[config.mk]
export PLATFORM = sky130hd
export DESIGN_NAME = video_timing_gen
export DESIGN_NICKNAME = d
export VERILOG_FILES = /design/src/rtl/video_timing_gen.sv
export SDC_FILE = /design/constraint.sdc
export NUM_CORES = 1
export LEC_CHECK = 0
export CORE_AREA = 2 2 93 95
export CTS_BUF_LIST = sky130_fd_sc_hd__clkbuf_16
export CTS_CLUSTER_DIAMETER = 50
export DETAILED_ROUTE_END_ITERATION = 6
export DIE_AREA = 0 0 95 97
export MAX_ROUTING_LAYER = met4
export SLEW_MARGIN = 20
export SYNTH_ARGS = -nofsm -noshare
export SYNTH_HDL_FRONTEND = slang
export SYNTH_SLANG_ARGS = --single-unit
[constraint.sdc]
create_clock -name hdmi_clk -period 2.53 [get_ports hdmi_clk]
set_input_delay 0.506 -clock hdmi_clk [delete_from_list [all_inputs] [get_ports hdmi_clk]]
set_output_delay 0.506 -clock hdmi_clk [all_outputs]
set_load 0.01 [all_outputs]
[src/rtl/video_timing_gen.sv]
// Raster timing generator with a fixed-latency sync/DE alignment stage in front of hdmi.
// Optional colour-bar source is enabled by defining VIDEO_TIMING_TEST_PATTERN_EN.
module video_timing_gen #(
  parameter int   H_ACTIVE   = 1280,
  parameter int   H_FP       = 110,
  parameter int   H_SYNC     = 40,
  parameter int   H_BP       = 220,
  parameter int   V_ACTIVE   = 720,
  parameter int   V_FP       = 5,
  parameter int   V_SYNC     = 5,
  parameter int   V_BP       = 20,
  parameter logic H_SYNC_POL = 1'b1,
  parameter logic V_SYNC_POL = 1'b1,
  parameter int   PIPE_LAT   = 2
) (
  input  logic        hdmi_clk,
  input  logic        reset,
  output logic [11:0] o_x,
  output logic [10:0] o_y,
  output logic        o_active,
  output logic        o_line_start,
  output logic        o_frame_start,
  input  logic [23:0] i_rgb,
`ifdef VIDEO_TIMING_TEST_PATTERN_EN
  input  logic        i_test_pattern,
`endif
  output logic [2:0]  hve_sync,
  output logic [23:0] rgb
);

  localparam int H_TOTAL  = H_ACTIVE + H_FP + H_SYNC + H_BP;
  localparam int V_TOTAL  = V_ACTIVE + V_FP + V_SYNC + V_BP;
  localparam int HS_START = H_ACTIVE + H_FP;
  localparam int HS_END   = HS_START + H_SYNC;
  localparam int VS_START = V_ACTIVE + V_FP;
  localparam int VS_END   = VS_START + V_SYNC;

  localparam logic [11:0] H_LAST = 12'(H_TOTAL - 1);
  localparam logic [10:0] V_LAST = 11'(V_TOTAL - 1);

  function automatic logic hs_level(input logic [11:0] h);
    return (int'(h) >= HS_START && int'(h) < HS_END) ? H_SYNC_POL : ~H_SYNC_POL;
  endfunction

  function automatic logic vs_level(input logic [10:0] v);
    return (int'(v) >= VS_START && int'(v) < VS_END) ? V_SYNC_POL : ~V_SYNC_POL;
  endfunction

`ifdef VIDEO_TIMING_TEST_PATTERN_EN
  localparam int BAR_W = (H_ACTIVE >= 8) ? H_ACTIVE / 8 : 1;

  // {blue, green, red}: red on bars 0,1,4,5; green on 0-3; blue on even bars
  function automatic logic [23:0] bar_color(input logic [11:0] h);
    int       k;
    logic [2:0] kb;
    k = int'(h) / BAR_W;
    if (k > 7) k = 7;
    kb = 3'(k);
    return {{8{~kb[0]}}, {8{~kb[2]}}, {8{~kb[1]}}};
  endfunction
`endif

  logic        run;
  logic        h_wrap, v_wrap;
  logic [11:0] h_nxt;
  logic [10:0] v_nxt;
  logic        hs_req, vs_req;

  assign h_wrap = (o_x == H_LAST);
  assign v_wrap = (o_y == V_LAST);

  // The first edge after reset presents pixel (0,0) rather than advancing past it.
  always_comb begin
    h_nxt = '0;
    v_nxt = '0;
    if (run) begin
      h_nxt = h_wrap ? 12'd0 : o_x + 12'd1;
      v_nxt = h_wrap ? (v_wrap ? 11'd0 : o_y + 11'd1) : o_y;
    end
  end

  // Request stage: raster counters and request-aligned sync levels
  always_ff @(posedge hdmi_clk or posedge reset) begin
    if (reset) begin
      run           <= 1'b0;
      o_x           <= '0;
      o_y           <= '0;
      o_active      <= 1'b0;
      o_line_start  <= 1'b0;
      o_frame_start <= 1'b0;
      hs_req        <= ~H_SYNC_POL;
      vs_req        <= ~V_SYNC_POL;
    end else begin
      run           <= 1'b1;
      o_x           <= h_nxt;
      o_y           <= v_nxt;
      o_active      <= (int'(h_nxt) < H_ACTIVE) && (int'(v_nxt) < V_ACTIVE);
      o_line_start  <= (h_nxt == 12'd0);
      o_frame_start <= (h_nxt == 12'd0) && (v_nxt == 11'd0);
      hs_req        <= hs_level(h_nxt);
      vs_req        <= vs_level(v_nxt);
    end
  end

  logic de_p [PIPE_LAT];
  logic hs_p [PIPE_LAT];
  logic vs_p [PIPE_LAT];

  // Delay stages p0..p(PIPE_LAT-1): match the pixel source latency
  always_ff @(posedge hdmi_clk or posedge reset) begin
    if (reset) begin
      for (int i = 0; i < PIPE_LAT; i++) begin
        de_p[i] <= 1'b0;
        hs_p[i] <= ~H_SYNC_POL;
        vs_p[i] <= ~V_SYNC_POL;
      end
    end else begin
      de_p[0] <= o_active;
      hs_p[0] <= hs_req;
      vs_p[0] <= vs_req;
      for (int i = 1; i < PIPE_LAT; i++) begin
        de_p[i] <= de_p[i-1];
        hs_p[i] <= hs_p[i-1];
        vs_p[i] <= vs_p[i-1];
      end
    end
  end

  logic [23:0] rgb_src;

`ifdef VIDEO_TIMING_TEST_PATTERN_EN
  logic [23:0] pat_req;
  logic [23:0] pat_p [PIPE_LAT];

  always_ff @(posedge hdmi_clk or posedge reset) begin
    if (reset) begin
      pat_req <= '0;
      for (int i = 0; i < PIPE_LAT; i++) pat_p[i] <= '0;
    end else begin
      pat_req  <= bar_color(h_nxt);
      pat_p[0] <= pat_req;
      for (int i = 1; i < PIPE_LAT; i++) pat_p[i] <= pat_p[i-1];
    end
  end

  assign rgb_src = i_test_pattern ? pat_p[PIPE_LAT-1] : i_rgb;
`else
  assign rgb_src = i_rgb;
`endif

  // Output stage: aligned syncs and masked pixel to hdmi
  always_ff @(posedge hdmi_clk or posedge reset) begin
    if (reset) begin
      hve_sync <= {1'b0, ~V_SYNC_POL, ~H_SYNC_POL};
      rgb      <= '0;
    end else begin
      hve_sync <= {de_p[PIPE_LAT-1], vs_p[PIPE_LAT-1], hs_p[PIPE_LAT-1]};
      rgb      <= de_p[PIPE_LAT-1] ? rgb_src : 24'h0;
    end
  end

endmodule

After elaboration in Yosys (flattened, before gate mapping)
Cells that the tools add are included.

word-level totals
  register bits after elaboration = 62
  latch bits = 0
  memories = 0
  memory bits (writable) = 0
  output and inout bits = 53
  word-level logic and storage cells = 40
  bits in read-only memories = 0

operators by class
  $add $sub $neg = 2
  mux-type cells = 8
  order comparisons = 6
  reductions and logical operators = 6
  multiply operators = 0
  bitwise gates (word level) = 0
  divide/modulo/power cells = 0
  shift operators = 0
  equality and inequality tests = 2

operator list
  kind                                                                 count
  two-way mux 11 bit                                                   3
  < comparator 12 x 11 -> 1 bit, second input constant                 2
  two-way mux 12 bit                                                   2
  two-way mux 24 bit                                                   1
  < comparator 11 x 10 -> 1 bit, second input constant                 2
  adder 12 x 1 -> 12 bit, second input constant                        1
  equality test 12 x 11 -> 1 bit, second input constant                1
  greater-or-equal comparator 12 x 11 -> 1 bit, second input constant  1
  zero test 12 bit                                                     1
  adder 11 x 1 -> 11 bit, second input constant                        1
  equality test 11 x 10 -> 1 bit, second input constant                1
  greater-or-equal comparator 11 x 10 -> 1 bit, second input constant  1
  zero test 11 bit                                                     1
  logical AND 1 bit                                                    4
  two-way mux 1 bit                                                    2

Longest topological paths before layout
  depth after elaboration = 7
  mapped depth = 10
  mapped depth without buffers = 9

Worst setup path before layout
Ideal clock, no wire load.

  path type = reg2reg
  start point = register o_x[2]
  end point = register vs_req
  path slack = -0.189 ns
  stages on the path, launching flop included = 8
  arrival = 2.652 ns
  library setup time = 0.067 ns
  cell sequence = dfrtp_1 -> or4_4 -> or4_1 -> buf_2 -> or4b_1 -> o311a_2 -> nor3_2 -> o2111a_1

on the way
  longest elaborated chain between the ends = 6
  elaborated cells between the ends (all ways) = 7
  classes of those cells = order compare: 2; eq/ne: 1; mux: 3; reduce/logical: 1

RTL lines
  item                                                                                                  line  source
  from (decl)                                                                                           18    output logic [11:0] o_x,
  from (signal assigned)                                                                                95    o_x <= h_nxt;
  equality test 12 x 11 -> 1 bit (*)                                                                    69    assign h_wrap = (o_x == H_LAST);
  two-way mux 11 bit (*)                                                                                78    v_nxt = h_wrap ? (v_wrap ? 11'd0 : o_y + 11'd1) : o_y;
  two-way mux 11 bit (*)                                                                                76    if (run) begin
  greater-or-equal comparator 11 x 10 -> 1 bit / < comparator 11 x 10 -> 1 bit (equally long branches)  46    return (int'(v) >= VS_START && int'(v) < VS_END) ? V_SYNC_POL : ~V_SYNC_POL;
  logical AND 1 bit (*)                                                                                 46
  two-way mux 1 bit (*)                                                                                 46
  to (signal assigned)                                                                                  92    vs_req <= ~V_SYNC_POL;
  to (signal assigned)                                                                                  101   vs_req <= vs_level(v_nxt);
  to (decl)                                                                                             67    logic hs_req, vs_req;

Every way passes the cells marked *; elsewhere a longest branch is shown, timed or not.

Worst setup path in the final report
  start point = register o_x[3]
  end point = register vs_req

on the way
  longest elaborated chain between the ends = 6
  elaborated cells between the ends (all ways) = 7
  classes of those cells = order compare: 2; eq/ne: 1; mux: 3; reduce/logical: 1

RTL lines
  item                                                                                                  line  source
  equality test 12 x 11 -> 1 bit (*)                                                                    69
  two-way mux 11 bit (*)                                                                                78
  two-way mux 11 bit (*)                                                                                76
  named net v_nxt[1]                                                                                    66    logic [10:0] v_nxt;
  greater-or-equal comparator 11 x 10 -> 1 bit / < comparator 11 x 10 -> 1 bit (equally long branches)  46
  logical AND 1 bit (*)                                                                                 46
  two-way mux 1 bit (*)                                                                                 46

Mark *: on every way through the listed nets, which the timed path passes. The rest lies on a longest branch.

==> results.cfg <==
[clocking]
h-tree-depth = 3
path_clk_slew_ns = 0.06
clk_latency_ns = 0.32
clk_path_buf_depth = 2
root_buffer = clkbuf_16
numCtsBuffers = 9
cts_tree = done
cts.sinks = 62
ctsHoldBuffers = 0

[synth]
synth_edf_count = 0
synth_top_cell_by_area = dfrtp_1
synth_nets = 302
ys_warn_count = 0
ys.flop_type = dfrtp_1
syn_inst = 272
ys_ff_latch = 62
muxShareOfSynthArea_pct = 0
synth.yosys.seq_area_share_pct = 55.4
yosys-top-cells-area = dfrtp_1 55%, and2_1 5.6%, nor2_1 3.0%
syn-cell-area_um2 = 2800
async_reset_ff_share_pct = 100
synth_xor_area_share_pct = 3.76
synth_compound_area_share_pct = 11.0
synth_cell_types = 50
synth-simple-area-share_pct = 23.6
postSynthAreaPerCell_um2 = 10.3
synth_top_area_share_pct = 55.4
synth_top_family_by_area = simple AND/OR/NAND/NOR gates
synth_fa_ha_area_share_pct = 1.79

[critical_path]
start_kind = flop
cp.arrival_ns = 2.70
cpMaxStageDelayCell = or4_4
endpoint_kind = flop
crit_top_cell = or4_4
slowest_delay_ns = 0.53
path_cells = or4_4 > or4_4 > or3_2 > a21oi_2 > nor3_1 > o2111a_1
cp.required_ns = 2.74
crit_fanout = 7
critPathKind = flop to flop

[global_route]
grtUsageTotal_pct = 17.6
grt_max_degree = 32
antenna_found_initial = 0
grt_pass1_vias = 2499
grt_remaining_overflow = 0
grt_pass1_wl_um = 12300

[finish]
mostFrequentLayoutCells = 78 x clkdlybuf4s50_1, 60 x dfrtp_1, 25 x and2_1
final_common_cell = clkdlybuf4s50_1
layout-drive-gt1-share_pct = 18.0
final_core_util_pct = 52.5
insertedDiodeCount = 0
fin_nets = 402
area.growth.synth_to_final_pct = 52.7

[floorplan]
die-height_um = 97
fp.dieW_um = 95
dieArea_um2 = 9220
initial_utilization_pct = 34.4
core_area_um2 = 8130
rows = 33
top_level_ports = 79

[route]
wire_per_inst_um = 15.6
drtAntennaViolNets = 0
vias_per_cell = 5.05
drt_iter0_drc = 108
met2WireLength_um = 3470
via_count = 2434
met3WireLength_um = 566
wl_met1_um = 3330
routed_wl_um = 7510
drc = 0
dr.pass1.iters = 4
top_layer = met4

[sta]
hold_viol = 0
finalCriticalPeriod_ns = 2.49
fin_skew_ns = 0.00821
fin_ws_ns = 0.0391
rsz0062_at_grt = yes
fmax_mhz = 401
tightest_slew_ns = 0.522
maxSlewViolCount = 0
fin_hold_ws_ns = 0.345
final-setup-viol-count = 0
slew_headroom_pct = 65.2
period_share_pct = 98.5

[placed_design]
portBuffers = 78
place_hpwl_um = 5320
place_ws_ns = 0.0311
routabilityCongestion = 0.906

[power]
powerDensity_nw_per_um2 = 594
power_mw = 2.54
vdd_drop_max_uv = 408
power.leakage_nw = 1.82

[run]
drv_cap = 0

[run_status]
status = completed

[worst_hold_path]
worstHoldPathType = flop to flop
[registers in the layout, indices dropped and copies added, names as in the netlist, 2 cells and up]
| signal | count |
|---|---|
| vs_p | 2 |
| rgb | 24 |
| o_y | 11 |
| hs_p | 2 |
| o_x | 12 |
| hve_sync | 3 |
| de_p | 2 |
[synthesized netlist by cell type (2+ instances only)]
cell type / number
o2111ai_1: 2
or3_2: 2
nor2_1: 22
o31ai_1: 2
a31o_2: 2
a21oi_1: 9
dfrtp_1: 62
nor4b_1: 3
inv_1: 17
ha_1: 4
nand4_1: 7
xnor2_1: 8
nand2_1: 13
o22ai_1: 4
buf_2: 3
nor4_1: 5
nor3_1: 11
and2_1: 25
nand3_1: 12
and3_1: 5
or4_1: 2
o2bb2ai_1: 3
xor2_1: 4
or2_2: 2
clkbuf_1: 10
nand2b_1: 2
o21ai_0: 8
[stage by stage]
| step | TNS (ns) | cells | area (µm²) |
|---|---|---|---|
| after detailed placement | 0 | 466 | 3870 |
| after floorplan | 0 | 272 | 2830 |
| after global routing | -0.130 | 482 | 4270 |
| after global placement | 0 | 466 | 3870 |
| final | 0 | 482 | 4270 |
| after CTS | 0 | 482 | 4200 |
[logic make-up (layout without fill, tap and decap cells)]
| logic type | count (synthesis) | in the layout |
|---|---|---|
| AO/OA/AOI/OAI | 43 | 43 |
| XOR/XNOR | 12 | 12 |
| adder cells (fa/ha/maj) | 4 | 4 |
| buffers and inverters | 31 | 136 |
| flip-flops | 62 | 62 |
| other | 1 | 1 |
| AND/OR/NAND/NOR | 119 | 119 |
[timing repair]
item | 4_1_cts | 5_1_grt
resized for setup | 0 | 17
setup buffers | 0 | 0
setup endpoints to repair | 0 | 3
[final timing paths]
check	from	to	slack, ns	cells past startpoint
worst max-delay path	o_x[3]	vs_req	0.04	6
worst min-delay path	hs_p[0]	hve_sync[0]	0.34	0
worst max register to register	o_x[3]	vs_req	0.04	6
worst min register to register	hs_p[0]	hve_sync[0]	0.34	0
max in group asynchronous	reset	rgb[3]	1.43	3
min in group asynchronous	reset	o_y[10]	0.56	2
[routing by layer]
layer / GRT usage [%] / vias to the layer above
li1: - / 1155
met1: 22.6 / 1150
met2: 26.8 / 118
met3: 4.05 / 11
met4: 7.02 / 0
met5: - / -
[report_power, final]
part / leakage [nW] / switching, mW / total, mW / internal [mW]
logic: 0.893 / 0.0819 / 0.195 / 0.113
clock network: 0.150 / 0.449 / 1.31 / 0.865
registers: 0.776 / 0.0118 / 1.03 / 1.02
total: 1.82 / 0.543 / 2.54 / 2.00
[critical path, delay by kind of cell (launching register included)]
kind	cells	cell delay (ns)
simple gates	4	1.58
compound gates	2	0.40
flops	1	0.40
[final cells by class]
cell class                 count  area, µm²
clock buffer                   9        225
clock inverter                 7       96.3
fill                         745       3860
inverter                      17       63.8
multi-input combinational    179       1220
sequential                    62       1550
tap                          105        131
timing repair buffer         103        981
No activity file was read; power rests on OpenSTA's default activity.
